## config.mk

```make
export PLATFORM = sky130hd
export DESIGN_NAME = flit_upload_gen
export DESIGN_NICKNAME = d
export VERILOG_FILES = /design/src/rtl/ring_upload_pkg.sv /design/src/rtl/upload_msg_fifo.sv /design/src/rtl/flit_upload_gen.sv
export SDC_FILE = /design/constraint.sdc
export NUM_CORES = 1
export LEC_CHECK = 0
export ABC_AREA = 1
export ABC_CLOCK_PERIOD_IN_PS = 8200
export BUFFER_PORTS_ARGS = -buffer_cell sky130_fd_sc_hd__buf_2
export CAP_MARGIN = 20
export CORE_ASPECT_RATIO = 0.75
export CORE_UTILIZATION = 46
export DETAILED_ROUTE_END_ITERATION = 8
export GPL_TIMING_DRIVEN = 0
export MAX_ROUTING_LAYER = met4
export PLACE_DENSITY = 0.63
export SLEW_MARGIN = 40
export SYNTH_ARGS = -nofsm -noshare
export SYNTH_HDL_FRONTEND = slang
export SYNTH_SLANG_ARGS = --single-unit
```

## constraint.sdc

```tcl
create_clock -name clk -period 8.2 [get_ports clk]
set_input_delay 0.41 -clock clk [delete_from_list [all_inputs] [get_ports clk]]
set_output_delay 0.41 -clock clk [all_outputs]
set_load 0.05 [all_outputs]
```

## src/rtl/ring_upload_pkg.sv

```systemverilog
// ---------------------------------------------------------------------------
// ring_upload_pkg : flit control codes and upload state type.   Rev 1.0
// ---------------------------------------------------------------------------
`default_nettype none

package ring_upload_pkg;

    localparam logic [1:0] CTRL_HEAD = 2'b01;
    localparam logic [1:0] CTRL_BODY = 2'b10;
    localparam logic [1:0] CTRL_TAIL = 2'b11;

    typedef enum logic [0:0] {
        IDLE = 1'b0,
        BUSY = 1'b1
    } state_t;

endpackage

`default_nettype wire

```

## src/rtl/upload_msg_fifo.sv

```systemverilog
// ---------------------------------------------------------------------------
// upload_msg_fifo : synchronous {len, data} message queue, full/empty flags.
// Rev 1.0
// ---------------------------------------------------------------------------
`default_nettype none

module upload_msg_fifo #(
    parameter int WIDTH = 8,
    parameter int DEPTH = 2
) (
    input  logic             clk,
    input  logic             rst,
    input  logic             wr_en,
    input  logic [WIDTH-1:0] wr_data,
    input  logic             rd_en,
    output logic [WIDTH-1:0] rd_data,
    output logic             full,
    output logic             empty
);

    localparam int AW = $clog2(DEPTH);
    localparam logic [AW:0] FULL_CNT = DEPTH[AW:0];

    logic [WIDTH-1:0] mem [DEPTH];
    logic [AW-1:0]    wr_ptr;
    logic [AW-1:0]    rd_ptr;
    logic [AW:0]      count;

    // Pointers wrap naturally because DEPTH is a power of two.
    always_ff @(posedge clk or negedge rst) begin
        if (!rst) begin
            wr_ptr <= '0;
            rd_ptr <= '0;
            count  <= '0;
        end else begin
            if (wr_en) wr_ptr <= wr_ptr + 1'b1;
            if (rd_en) rd_ptr <= rd_ptr + 1'b1;
            case ({wr_en, rd_en})
                2'b10:   count <= count + 1'b1;
                2'b01:   count <= count - 1'b1;
                default: count <= count;
            endcase
        end
    end

    always_ff @(posedge clk) begin
        if (wr_en) mem[wr_ptr] <= wr_data;
    end

    assign rd_data = mem[rd_ptr];
    assign full    = (count == FULL_CNT);
    assign empty   = (count == '0);

endmodule

`default_nettype wire

```

## src/rtl/flit_upload_gen.sv

```systemverilog
// ---------------------------------------------------------------------------
// flit_upload_gen : splits queued messages into head/body/tail flits.
// Build option FLIT_UPLOAD_LEN_CHECK_EN adds length check and len_err. Rev 1.0
// ---------------------------------------------------------------------------
`default_nettype none

module flit_upload_gen
    import ring_upload_pkg::*;
#(
    parameter int FLIT_W    = 16,
    parameter int MAX_FLITS = 3,
    parameter int DEPTH     = 2
) (
    input  logic                               clk,
    input  logic                               rst,
    input  logic [MAX_FLITS*FLIT_W-1:0]        msg_in,
    input  logic [$clog2(MAX_FLITS+1)-1:0]     msg_len,
    input  logic                               v_msg_in,
    output logic                               msg_rdy,
    input  logic                               fifo_rdy,
    output logic [FLIT_W-1:0]                  flit_out,
    output logic                               v_flit_out,
    output logic [1:0]                         ctrl_out,
    output logic                               upload_state
`ifdef FLIT_UPLOAD_LEN_CHECK_EN
    ,
    output logic                               len_err
`endif
);

    localparam int LEN_W = $clog2(MAX_FLITS+1);
    localparam int MSG_W = MAX_FLITS*FLIT_W;

    state_t             state;
    state_t             state_nx;
    logic [MSG_W-1:0]   cur_msg;
    logic [LEN_W-1:0]   cur_len;
    logic [LEN_W-1:0]   idx;
    logic [LEN_W+MSG_W-1:0] q_rd;
    logic               q_full;
    logic               q_empty;
    logic               len_ok;
    logic               accept;
    logic               bypass;
    logic               enq;
    logic               deq;
    logic               consume;
    logic               tail;

`ifdef FLIT_UPLOAD_LEN_CHECK_EN
    assign len_ok = (msg_len != '0) && (msg_len <= LEN_W'(MAX_FLITS));

    always_ff @(posedge clk or negedge rst) begin
        if (!rst)
            len_err <= 1'b0;
        else if (v_msg_in && msg_rdy && !len_ok)
            len_err <= 1'b1;
    end
`else
    assign len_ok = 1'b1;
`endif

    assign msg_rdy = !q_full;
    assign accept  = v_msg_in && msg_rdy && len_ok;
    assign consume = (state == BUSY) && fifo_rdy;
    assign tail    = (idx == cur_len - 1'b1);
    assign bypass  = accept && (state == IDLE) && q_empty;
    assign enq     = accept && !bypass;
    // The next queued message loads on tail consumption, or as soon as the block is idle.
    assign deq     = !q_empty && ((state == IDLE) || (consume && tail));

    upload_msg_fifo #(
        .WIDTH (LEN_W+MSG_W),
        .DEPTH (DEPTH)
    ) u_msg_fifo (
        .clk     (clk),
        .rst     (rst),
        .wr_en   (enq),
        .wr_data ({msg_len, msg_in}),
        .rd_en   (deq),
        .rd_data (q_rd),
        .full    (q_full),
        .empty   (q_empty)
    );

    always_ff @(posedge clk or negedge rst) begin
        if (!rst) state <= IDLE;
        else      state <= state_nx;
    end

    always_comb begin
        state_nx = state;
        case (state)
            IDLE:    if (bypass || !q_empty) state_nx = BUSY;
            BUSY:    if (consume && tail && q_empty) state_nx = IDLE;
            default: state_nx = IDLE;
        endcase
    end

    always_ff @(posedge clk or negedge rst) begin
        if (!rst) begin
            cur_msg <= '0;
            cur_len <= '0;
            idx     <= '0;
        end else if (bypass) begin
            cur_msg <= msg_in;
            cur_len <= msg_len;
            idx     <= '0;
        end else if (deq) begin
            cur_msg <= q_rd[MSG_W-1:0];
            cur_len <= q_rd[LEN_W+MSG_W-1 -: LEN_W];
            idx     <= '0;
        end else if (consume) begin
            idx     <= tail ? '0 : idx + 1'b1;
        end
    end

    always_comb begin
        flit_out = '0;
        ctrl_out = CTRL_HEAD;
        if (state == BUSY) begin
            for (int k = 0; k < MAX_FLITS; k++) begin
                if (idx == LEN_W'(k)) flit_out = cur_msg[(MAX_FLITS-1-k)*FLIT_W +: FLIT_W];
            end
            if (tail)            ctrl_out = CTRL_TAIL;
            else if (idx == '0)  ctrl_out = CTRL_HEAD;
            else                 ctrl_out = CTRL_BODY;
        end
    end

    assign upload_state = (state == BUSY);
    assign v_flit_out   = upload_state && fifo_rdy;

endmodule

`default_nettype wire

```

==> results_dict.tcl <==
set metrics [dict create \
    status "finished, final reports clean" \
    dp_cells 1052 \
    seq_power_share 0.353 \
    hold_buffers 0 \
    final_nets 929 \
    cts_htree_levels 4 \
    num_io_pins 75 \
    ys_types 23 \
    cap_violations 0 \
    reg2reg_depth 8 \
    clock_latency_ns 0.43 \
    route.vias.total 5413 \
    path_cells "inv_2 > ha_1 > clkbuf_1 > nor2_1 > buf_2 > nand2_1 > a21oi_1 > buf_2" \
    final_cell_mix "nand2_1 (332), edfxtp_1 (100), buf_2 (85), inv_1 (61), dfrtp_1 (57)" \
    final-setup-viol-count 0 \
    synth_seq_cells 157 \
    hold_path_class "input port to asynchronous set/reset pin" \
    slowest_stage "nor2_1" \
    drc 0 \
    syn2layout_area_growth_pct 18.7 \
    final_cells 1084 \
    tightest_slew_ns 0.729 \
    firstDrtPassIters 5 \
    avgSynthCellArea_um2 9.21 \
    ir_drop_mv 0.199 \
    finClkSkew_ns 0.00752 \
    multi_input_area_mm2 0.00221 \
    switching_share 0.419 \
    grt_pass1_wl_um 27100 \
    die_area_mm2 0.0160 \
    intPower_w 0.00203 \
    cts_root_buf "clkbuf_16" \
    crit_path_max_fanout 10 \
    rrSetupSlack_ns 5.92 \
    hold_viol_final 0 \
    grt_util_all_layers 0.231 \
    clk_pin_slew_worst_paths_ns 0.06 \
    critPathKind "register to output port" \
    diodes 0 \
    slew_viol_final 0 \
    cts_tree "done" \
    routedWlPerCell_um 15.5 \
    rows 38 \
    grt.overflow.total 0 \
    start_kind "register" \
    power.net_switching_w 0.00147 \
    holdWs_ns 0.0391 \
    fmax_mhz 329 \
    start_util 0.482 \
    seq_area_mm2 0.00443 \
    grt_max_degree 58 \
    timing.critical_path.required_ns 7.79 \
    cts_resized 0 \
    clkSinkCount 157 \
    timing.final.crit_period_ns 3.04 \
    grt_pass1_vias 5208 \
    synthesis.area_mm2 0.00713 \
    fin_crit_sh 0.370 \
    synth.yosys.warnings 0 \
    syn_inst 774 \
    r2r_start "u_msg_fifo.count[1]" \
    endpoint_kind "output port" \
    reg2reg_to "u_msg_fifo.count[1]" \
    antenna_found_initial 0 \
    clock_power_share 0.232 \
    wirelength_um 16800 \
    nFillCells 1321 \
    p_leak_nw 4.05 \
    worstPathBufferInverterCount 4 \
    synth_nets 832 \
    clockBufferDepth 2 \
    fp.dieW_um 146 \
    drive_above_1_share 0.158 \
    avgViaCountPerCell 4.99 \
    final_common_cell "nand2_1" \
    portBuffers 74 \
    cts_buffers 17 \
    p_comb_frac 0.415 \
    crit_path_frequent_cell "buf_2" \
    cp_top_family "buffers and inverters" \
    drtAntennaViolNets 0 \
    post_cts_buffers 0 \
    rsz0062_at_grt "false" \
    crit_arrival_ns 2.63 \
    utilization 0.572 \
    core_area_mm2 0.0148 \
    slew_headroom 0.514 \
    gp_congestion 0.929 \
    critPathMaxStageDelay_ns 0.43 \
    ys_seq_area_frac 0.622 \
    setup-tns-final_ns 0 \
    die_h_um 110 \
    drt-initial-drc-count 390 \
    hpwl_um 11800 \
    critical_path_depth 8 \
    power-per-cell-area_mw_per_mm2 414 \
]
-- power by group through the flow --
stage | combinational, W | clock (W) | sequential, W
detailed placement | 0.00145 | 0 | 0.00124
CTS | 0.00146 | 0.000823 | 0.00123
finish | 0.00145 | 0.000814 | 0.00124
global route | 0.00161 | 0.000857 | 0.00126
floorplan | 0.00106 | 0 | 0.00121
global placement | 0.00139 | 0 | 0.00126
-- worst register-to-register path, delay by kind of cell, from the launching register on --
kind | cells | cell delay (ns)
AO/OA/AOI/OAI | 2 | 0.28
XOR/XNOR | 1 | 0.14
adder cells (fa/ha/maj) | 1 | 0.31
buffers and inverters | 1 | 0.23
flip-flops | 1 | 0.44
AND/OR/NAND/NOR | 3 | 0.76
-- logic make-up after synthesis --
logic type                 synth area share
AOI/OAI and AO/OA                    0.0750
buffers and inverters                0.0701
DFF                                   0.622
xor gates and xnor gates            0.00369
adders and majority gates           0.00702
and+or+nand+nor                       0.223
-- sequential cells by signal (all words and copies together) (netlist names) --
register,count
cur_len,2
idx,2
cur_msg,48
u_msg_fifo.count,2
u_msg_fifo.rd_ptr,1
u_msg_fifo.wr_ptr,1
upload_state,1
u_msg_fifo.mem,100
-- per-stage QoR --
stage / power [W] / cell area (um^2) / worst slack [ns]
after global placement: 0.00265 / 7750 / 3.18
after floorplan: 0.00227 / 7130 / 4.43
after detailed placement: 0.00270 / 7840 / 5.68
after CTS: 0.00352 / 8460 / 5.20
after global routing: 0.00373 / 8460 / 5.02
final: 0.00350 / 8460 / 5.16
-- worst max-delay path by stage --
| stage | from | endpoint |
|---|---|---|
| after floorplan | upload_state | u_msg_fifo.mem[0][0] |
| after global placement | v_msg_in | u_msg_fifo.mem[0][44] |
| after detailed placement | idx[1] | flit_out[10] |
| after CTS | idx[1] | flit_out[10] |
| after global routing | idx[1] | flit_out[10] |
| final | idx[1] | flit_out[10] |
-- Yosys cell counts (all sizes together) --
library cell | n | area (um^2)
nand4 | 1 | 6.26
or2 | 1 | 6.26
buf | 22 | 173
a21boi | 1 | 18.8
dfrtp | 57 | 1430
xnor2 | 2 | 17.5
clkinv | 1 | 3.75
a21oi | 34 | 170
clkbuf | 23 | 86.3
inv | 63 | 236
ha | 4 | 50.1
xor2 | 1 | 8.76
edfxtp | 100 | 3000
o21ai | 69 | 345
nand2 | 334 | 1260
nor2 | 6 | 22.5
nand3 | 55 | 293
-- area by class of cell --
cell class,count,share of cell area
Timing Repair Buffer,78,0.0526
Clock buffer,22,0.0626
Clock inverter,10,0.0112
Sequential cell,157,0.524
Inverter,64,0.0284
Multi-Input combinational cell,508,0.261
Buffer,45,0.0306
Tap cell,200,0.0296
-- metal layers --
metal | up-vias | track usage | share of wire
met4 | 0 | 0.0752 | 0.012
met5 | - | - | 0
met3 | 17 | 0.0461 | 0.047
li1 | 2705 | - | -
met1 | 2568 | 0.301 | 0.47
met2 | 123 | 0.367 | 0.47
No activity file was read; power rests on OpenSTA's default activity.
